--- config.mk ---
export PLATFORM = sky130hd
export DESIGN_NAME = readout_serializer
export DESIGN_NICKNAME = d
export VERILOG_FILES = /design/src/rtl/readout_pkg.sv /design/src/rtl/readout_fifo2.sv /design/src/rtl/readout_serializer.sv
export SDC_FILE = /design/constraint.sdc
export NUM_CORES = 1
export LEC_CHECK = 0
export BUFFER_PORTS_ARGS = -buffer_cell sky130_fd_sc_hd__buf_4
export CORE_ASPECT_RATIO = 1.1
export CORE_UTILIZATION = 51
export CTS_BUF_LIST = sky130_fd_sc_hd__clkbuf_4 sky130_fd_sc_hd__clkbuf_8
export DETAILED_ROUTE_END_ITERATION = 6
export PLACE_DENSITY_LB_ADDON = 0.1
export SLEW_MARGIN = 10
export SYNTH_ARGS = -nofsm -noshare
export SYNTH_HDL_FRONTEND = slang
export SYNTH_SLANG_ARGS = --single-unit
--- constraint.sdc ---
create_clock -name clk -period 3.5 [get_ports clk]
set_clock_uncertainty 0.15 [all_clocks]
set_input_delay 0.7 -clock clk [delete_from_list [all_inputs] [get_ports clk]]
set_output_delay 0.7 -clock clk [all_outputs]
set_load 0.05 [all_outputs]
--- src/rtl/readout_pkg.sv ---
// Shared types and constants for the readout serial transmitter.
package readout_pkg;

  typedef enum logic [1:0] {
    RS_IDLE,
    RS_START,
    RS_DATA,
    RS_PARITY
  } rs_state_t;

  localparam int unsigned FRAME_OVH = 2;

endpackage

--- src/rtl/readout_fifo2.sv ---
// Two-entry FIFO between the input handshake and the frame shifter.
module readout_fifo2 #(
  parameter int unsigned WIDTH = 16
) (
  input  logic             clk,
  input  logic             rstb,
  input  logic             push,
  input  logic             pop,
  input  logic [WIDTH-1:0] wdata,
  output logic [WIDTH-1:0] rdata,
  output logic             full,
  output logic             empty
);

  logic [WIDTH-1:0] mem [2];
  logic             wr_ptr;
  logic             rd_ptr;
  logic [1:0]       count;
  logic             push_ok;
  logic             pop_ok;

  assign push_ok = push && !full;
  assign pop_ok  = pop && !empty;
  assign rdata   = mem[rd_ptr];
  assign full    = (count == 2'd2);
  assign empty   = (count == 2'd0);

  always_ff @(posedge clk or negedge rstb) begin
    if (!rstb) begin
      mem[0] <= '0;
      mem[1] <= '0;
      wr_ptr <= 1'b0;
      rd_ptr <= 1'b0;
      count  <= '0;
    end else begin
      if (push_ok) begin
        mem[wr_ptr] <= wdata;
        wr_ptr      <= ~wr_ptr;
      end
      if (pop_ok) begin
        rd_ptr <= ~rd_ptr;
      end
      unique case ({push_ok, pop_ok})
        2'b10:   count <= count + 2'd1;
        2'b01:   count <= count - 2'd1;
        default: count <= count;
      endcase
    end
  end

endmodule

--- src/rtl/readout_serializer.sv ---
// Readout serial transmitter: buffers up to two parallel words and sends
// each as a frame of start bit, data MSB first, and even parity.
module readout_serializer
  import readout_pkg::*;
#(
  parameter int unsigned WIDTH = 16,
  parameter int unsigned DIV   = 1
) (
  input  logic             clk,
  input  logic             rstb,
  input  logic [WIDTH-1:0] din,
  input  logic             din_valid,
  output logic             din_ready,
  output logic             sdo,
  output logic             sframe,
  output logic             busy
);

  localparam int unsigned BW = $clog2(WIDTH);
  localparam logic [BW-1:0] BIT_MAX = BW'(WIDTH - 1);

  rs_state_t        state;
  logic [WIDTH-1:0] shreg;
  logic             par;
  logic [BW-1:0]    bit_cnt;
  logic             line_active;
  logic             div_last;
  logic             fifo_full;
  logic             fifo_empty;
  logic [WIDTH-1:0] fifo_dout;
  logic             push;
  logic             pop;

  assign din_ready = !fifo_full;
  assign push      = din_valid && din_ready;
  assign pop       = !fifo_empty &&
                     ((state == RS_IDLE) || ((state == RS_PARITY) && div_last));
  assign busy      = !fifo_empty || (state != RS_IDLE) || line_active;

  readout_fifo2 #(.WIDTH(WIDTH)) u_fifo (
    .clk   (clk),
    .rstb  (rstb),
    .push  (push),
    .pop   (pop),
    .wdata (din),
    .rdata (fifo_dout),
    .full  (fifo_full),
    .empty (fifo_empty)
  );

  generate
    if (DIV > 1) begin : g_div
      localparam int unsigned DW = $clog2(DIV);
      localparam logic [DW-1:0] DIV_MAX = DW'(DIV - 1);
      logic [DW-1:0] div_cnt;

      always_ff @(posedge clk or negedge rstb) begin
        if (!rstb) begin
          div_cnt <= '0;
        end else if ((state == RS_IDLE) || (div_cnt == DIV_MAX)) begin
          div_cnt <= '0;
        end else begin
          div_cnt <= div_cnt + 1'b1;
        end
      end

      assign div_last = (div_cnt == DIV_MAX);
    end else begin : g_nodiv
      assign div_last = 1'b1;
    end
  endgenerate

  // Line outputs are registered from the current state, so the visible frame
  // trails the FSM by one cycle while keeping back-to-back frames contiguous.
  always_ff @(posedge clk or negedge rstb) begin
    if (!rstb) begin
      state       <= RS_IDLE;
      shreg       <= '0;
      par         <= 1'b0;
      bit_cnt     <= '0;
      sdo         <= 1'b0;
      sframe      <= 1'b0;
      line_active <= 1'b0;
    end else begin
      unique case (state)
        RS_IDLE: begin
          sdo         <= 1'b0;
          sframe      <= 1'b0;
          line_active <= 1'b0;
          if (!fifo_empty) begin
            shreg <= fifo_dout;
            par   <= ^fifo_dout;
            state <= RS_START;
          end
        end
        RS_START: begin
          sdo         <= 1'b1;
          sframe      <= 1'b1;
          line_active <= 1'b1;
          if (div_last) begin
            bit_cnt <= BIT_MAX;
            state   <= RS_DATA;
          end
        end
        RS_DATA: begin
          sdo         <= shreg[WIDTH-1];
          sframe      <= 1'b0;
          line_active <= 1'b1;
          if (div_last) begin
            if (bit_cnt == '0) begin
              state <= RS_PARITY;
            end else begin
              bit_cnt <= bit_cnt - 1'b1;
              shreg   <= {shreg[WIDTH-2:0], 1'b0};
            end
          end
        end
        RS_PARITY: begin
          sdo         <= par;
          sframe      <= 1'b0;
          line_active <= 1'b1;
          if (div_last) begin
            if (!fifo_empty) begin
              shreg <= fifo_dout;
              par   <= ^fifo_dout;
              state <= RS_START;
            end else begin
              state <= RS_IDLE;
            end
          end
        end
      endcase
    end
  end

endmodule

==> flow_summary.json, run 1 <==
{
  "syn2layout_area_growth_pct": 13.2,
  "async_reset_ff_share_pct": 100,
  "grt_pass1_wl_mm": 8.54,
  "synth_top_family_by_area": "multiplexers",
  "status": "finished clean",
  "die_h_um": 82.6,
  "antenna-diode-count": 0,
  "max_stage_delay_ns": 0.83,
  "critPathMaxFanout": 14,
  "port_buffers": 22,
  "dieArea_mm2": 0.00622,
  "syn_nets": 289,
  "cp_common_cell": "xnor2_1",
  "pin_count": 23,
  "relSlewSlack_pct": 43.9,
  "criticalPathCategory": "flop to flop",
  "cts_tree": "done",
  "rsz0062_at_grt": "no",
  "worstPathRequired_ns": 3.55,
  "drtAntennaViolNets": 0,
  "r2r_cells": 6,
  "cts_buffer_depth": 2,
  "fp-row-count": 29,
  "synth_top_cell_by_area": "dfrtp_1",
  "die_w_um": 75.3,
  "cts_resized": 0,
  "worst_pin_slew_ns": 0.839,
  "synth-main-ff-cell": "dfrtp_1",
  "cp-end-kind": "flop",
  "synthesis.area_mm2": 0.00301,
  "synth_compound_area_share_pct": 7.89,
  "drc": 0,
  "vias_per_cell": 5.12,
  "min_period_over_period_pct": 66.0,
  "wl_per_cell_um": 13.8,
  "clkSinkCount": 62,
  "crit_slowest_cell": "dfrtp_1",
  "place.gp.congestion": 0.756,
  "worstReg2RegEnd": "par",
  "critPathArrivalTime_ns": 2.36,
  "finalMaxSlewViolations": 0,
  "grt_usage_pct": 19.0,
  "syn_inst": 263,
  "ctsHoldBuffers": 0,
  "yosys_warnings": 0,
  "synth_top_area_share_pct": 51.5,
  "dp_hpwl_mm": 3.48,
  "synth_cell_types": 30,
  "syn_avg_cell_area_um2": 11.5,
  "cp-endpoint": "par",
  "seqCellArea_mm2": 0.00155,
  "via_count": 1878,
  "yosysMostFrequentCell": "dfrtp_1",
  "synth.area.top_cells": "dfrtp_1 51%, mux2_2 12%, mux2i_1 7.3%, xor2_1 4.1%, xnor2_1 3.8%",
  "nFillCells": 525,
  "cp_cell_sequence": "buf_4 > mux2i_1 > xnor2_1 > xnor2_1 > xnor2_1 > a21oi_1",
  "start_kind": "flop",
  "synthAdderAreaFrac_pct": 2.91,
  "drt_iter0_drc": 94,
  "timing.rr.start": "u_fifo.rd_ptr",
  "fp.coreArea_mm2": 0.00573,
  "min_path_type": "input pin to async pin",
  "post_cts_buffers": 0,
  "setup_viol": 0,
  "synthTopCellsByCount": "62 x dfrtp_1, 32 x mux2_2, 22 x mux2i_1",
  "htree_levels": 3,
  "cts.clk_slew.worst_paths_ns": 0.06,
  "seq_area_frac_synth_pct": 51.5,
  "grt_pass1_vias": 1819,
  "cpLargestDelayFamily": "flip-flops",
  "reg2reg_slack_ns": 1.19,
  "grt_max_degree": 63,
  "final_hold_viol_count": 0,
  "synth_xor_area_share_pct": 7.85,
  "antenna_found_initial": 0,
  "startpoint": "u_fifo.rd_ptr",
  "multi_input_area_mm2": 0.00138,
  "nNetsFinal": 313,
  "clock_latency_ns": 0.33,
  "fin_crit_ns": 2.31,
  "synthSimpleGateAreaFrac_pct": 7.56,
  "numCtsBuffers": 9,
  "synth-edff-count": 0,
  "drive_gt1_share_pct": 25.2,
  "overflow": 0,
  "dr.pass1.iters": 4,
  "cts_root_buffer": "clkbuf_8",
  "cp_num_buf_inv": 1,
  "ys_ff_latch": 62,
  "path_depth": 6,
  "initial_utilization_pct": 52.6,
  "fin_setup_tns_ns": 0,
  "fmax_mhz": 433,
  "synthMuxAreaShare_pct": 19.3,
  "routed_wl_mm": 5.08,
  "drv_cap": 0
}
-- metal layers --
| layer | up-vias | track usage (%) | routed length [um] |
|---|---|---|---|
| met5 | - | 0 | 0 |
| li1 | 949 | - | - |
| met1 | 895 | 26.9 | 2660 |
| met3 | 9 | 4.00 | 124 |
| met2 | 25 | 27.1 | 2200 |
| met4 | 0 | 10.0 | 89 |
-- cell usage in the layout, fill, tap and decap left out, drive strengths merged, types with 6 or more instances in the layout --
cell type,n
a21oi,21
buf,25
clkbuf,13
dfrtp,62
ha,7
inv,6
mux2,32
mux2i,22
nand2,19
nor2,21
o21ai,17
xnor2,13
xor2,14
-- cells by family after synthesis --
kind of cell | count (synthesis)
xor+xnor | 27
buf+inv | 18
simple gates | 51
mux | 54
flops | 62
fa+ha+maj | 7
compound gates | 44
-- registers in the layout, indices dropped and copies added (netlist names) --
signal         count
u_fifo.wr_ptr      1
u_fifo.count       2
line_active        1
shreg             16
u_fifo.mem        32
bit_cnt            4
par                1
sdo                1
u_fifo.rd_ptr      1
sframe             1
state              2
-- final cells by class --
type,instances,share of cell area (%)
tap,77,2.82
sequential,62,45.5
clock buffer,13,5.06
clock inverter,1,0.147
multi-input combinational,183,40.3
inverter,6,0.660
timing repair buffer,25,5.50
-- how the worst min path moves through the flow --
stage               startpoint  slack [ns]    endpoint  depth (start not counted)
global route        bit_cnt[0]        0.33  bit_cnt[0]                          1
floorplan                 rstb        0.25  bit_cnt[0]                          0
global placement    bit_cnt[0]        0.31  bit_cnt[0]                          1
detailed placement  bit_cnt[0]        0.31  bit_cnt[0]                          1
CTS                       rstb        0.32      sframe                          1
finish                    rstb        0.30  bit_cnt[3]                          1
-- through the flow --
step	area, um^2	std cells	utilization [%]	hold WS (ns)	setup slack (ns)
2_1_floorplan	3010	263	-	0.254	1.39
3_3_place_gp	3230	353	56.4	0.307	1.20
3_5_place_dp	3230	353	56.4	0.314	1.16
4_1_cts	3410	367	59.5	0.322	1.15
5_1_grt	3410	367	59.5	0.329	1.05
6_report	3410	367	59.5	0.302	1.19
Power of run 1 is not shown: default switching activity piles up to over one toggle a cycle in this logic, so the estimate is an artifact.
==> run 2, diff against run 1 <==
==> constraint.sdc (replaced) <==
create_clock -name clk -period 1.9 [get_ports clk]
set_clock_uncertainty 0.15 [all_clocks]
set_input_delay 0.38 -clock clk [delete_from_list [all_inputs] [get_ports clk]]
set_output_delay 0.38 -clock clk [all_outputs]
set_load 0.05 [all_outputs]
==> flow_summary.json, run 2 (synthesis results as in run 1) <==
{
  "status": "finished clean",
  "dp_hpwl_mm": 3.94,
  "cp_cell_sequence": "nor2_4 > buf_4 > nand3b_1 > buf_6",
  "regMostFlops": "u_fifo.mem",
  "worstPathRequired_ns": 1.37,
  "p_sw_mw": 3.18,
  "rsz0062_at_grt": "yes",
  "worst_pin_slew_ns": 0.364,
  "power_mw": 8.24,
  "die_w_um": 75.3,
  "min_to": "u_fifo.mem[15]",
  "max_stage_delay_ns": 0.44,
  "cts_tree": "done",
  "wl_per_cell_um": 14.2,
  "initial_utilization_pct": 52.6,
  "dr.pass1.iters": 4,
  "cts_buffer_depth": 2,
  "reg2reg_slack_ns": 0.13,
  "die_h_um": 82.6,
  "relSlewSlack_pct": 75.8,
  "power_frac_comb_pct": 53.7,
  "p_clk_share_pct": 15.6,
  "place_ws_ns": 0.0831,
  "htree_levels": 3,
  "clkSinkCount": 62,
  "timing.rr.start": "bit_cnt[0]",
  "overflow": 0,
  "intPower_mw": 5.06,
  "critPathMaxFanout": 4,
  "vias_per_cell": 5.21,
  "nNetsFinal": 335,
  "largest_reg_flops": 32,
  "finalMaxSlewViolations": 0,
  "nFillCells": 514,
  "drtAntennaViolNets": 0,
  "drt_iter0_drc": 83,
  "swShare_pct": 38.6,
  "final_core_util_pct": 64.7,
  "port_buffers": 22,
  "grt_pass1_vias": 1926,
  "fin_crit_ns": 1.83,
  "drive_gt1_share_pct": 33.4,
  "drc": 0,
  "p_leak_nw": 1.67,
  "min_path_type": "input pin to flop",
  "vdd_drop_max_mv": 1.09,
  "place.gp.congestion": 0.762,
  "reg.largest.list": "u_fifo.mem (32), shreg (16), bit_cnt (4)",
  "worstReg2RegEnd": "shreg[6]",
  "min_path_cells": 2,
  "routed_wl_mm": 5.55,
  "fp-row-count": 29,
  "cts_root_buffer": "clkbuf_8",
  "layout_commonest_cell": "dfrtp_1",
  "syn2layout_area_growth_pct": 23.1,
  "p_seq_share_pct": 30.7,
  "crit_slowest_cell": "dfrtp_2",
  "antenna-diode-count": 0,
  "cts.clk_slew.worst_paths_ns": 0.07,
  "cp-end-kind": "primary output",
  "numCtsBuffers": 9,
  "via_count": 2037,
  "final_hold_viol_count": 0,
  "cpLargestDelayFamily": "flip-flops",
  "pin_count": 23,
  "antenna_found_initial": 0,
  "grt_pass1_wl_mm": 9.01,
  "setup_viol": 0,
  "min_period_over_period_pct": 96.2,
  "start_kind": "flop",
  "clock_latency_ns": 0.34,
  "cellPowerDensity_mw_per_mm2": 2220,
  "r2r_cells": 7,
  "critPathArrivalTime_ns": 1.30,
  "fp.coreArea_mm2": 0.00573,
  "grt_usage_pct": 20.0,
  "setup_ws_ns": 0.0731,
  "dieArea_mm2": 0.00622,
  "final_cell_mix": "59 x dfrtp_1, 41 x buf_4, 32 x mux2_2",
  "cp_num_buf_inv": 2,
  "fmax_mhz": 547,
  "criticalPathCategory": "flop to primary output",
  "min-delay-start": "din[15]",
  "drv_cap": 0,
  "grt_max_degree": 37
}
==> run 2: cell count changes in the layout (fill, tap and decap cells not counted), moves of 2 or more <==
cell	previous run	this run
clkbuf_8	12	9
dfrtp_1	62	59
buf_4	25	41
buf_12	0	4
dfrtp_2	0	3
bufinv_16	0	2
clkinvlp_4	0	3
==> run 2: worst register-to-register path: cells and delay by family (launching register included) <==
family | cells | cell delay [ns]
flops | 1 | 0.37
buf+inv | 2 | 0.25
compound gates | 3 | 0.54
simple gates | 1 | 0.17
fa+ha+maj | 1 | 0.19
==> run 2: metal layers <==
layer	share of wire, %	up-vias	track usage (%)
li1	-	1000	-
met5	0	-	0
met3	1.7	9	4.00
met1	47	1008	25.9
met2	49	20	32.0
met4	1.8	0	10.0
==> run 2: layout make-up <==
| class | count | area, um^2 | share of cell area, % |
|---|---|---|---|
| inverter | 6 | 22.5 | 0.607 |
| multi-input combinational | 183 | 1410 | 37.9 |
| timing repair buffer | 47 | 409 | 11.0 |
| clock buffer | 9 | 124 | 3.34 |
| clock inverter | 7 | 96.3 | 2.60 |
| tap | 77 | 96.3 | 2.60 |
| sequential | 62 | 1560 | 41.9 |
==> run 2: per-stage QoR <==
| step | TNS (ns) | hold WS [ns] | instance area, um^2 | instances |
|---|---|---|---|---|
| 2_1_floorplan | 0 | -0.0656 | 3020 | 263 |
| 3_3_place_gp | 0 | 0.173 | 3400 | 368 |
| 3_5_place_dp | 0 | 0.174 | 3400 | 368 |
| 4_1_cts | 0 | 0.109 | 3640 | 385 |
| 5_1_grt | -0.0344 | 0.113 | 3710 | 391 |
| 6_report | 0 | 0.124 | 3710 | 391 |
==> run 2: worst max path at each step <==
stage / startpoint / endpoint / depth (start not counted)
final: u_fifo.count[1] / busy / 4
after global routing: bit_cnt[0] / bit_cnt[3] / 7
after CTS: u_fifo.count[0] / busy / 4
after detailed placement: bit_cnt[0] / shreg[1] / 7
after global placement: bit_cnt[0] / shreg[1] / 7
after floorplan: u_fifo.count[0] / u_fifo.mem[10] / 4
==> run 2: repair_timing <==
| item | 4_1_cts | 5_1_grt |
|---|---|---|
| endpoints found under the setup margin | 1 | 19 |
| cloned | 0 | 0 |
| hold buffers | 1 | 0 |
| hold endpoints to repair | 26 | 0 |
| buffers inserted | 0 | 6 |
| resized for setup | 5 | 6 |
| pin swaps | 0 | 1 |
==> run 2: power by group through the flow <==
stage	Sequential (mW)	Clock [mW]	Combinational [mW]
3_3_place_gp	2.52	0	4.21
4_1_cts	2.54	1.32	4.32
5_1_grt	2.62	1.37	4.89
3_5_place_dp	2.54	0	4.28
2_1_floorplan	2.46	0	3.23
6_report	2.53	1.29	4.42
Note: power is estimated with default switching activity, not from simulation.
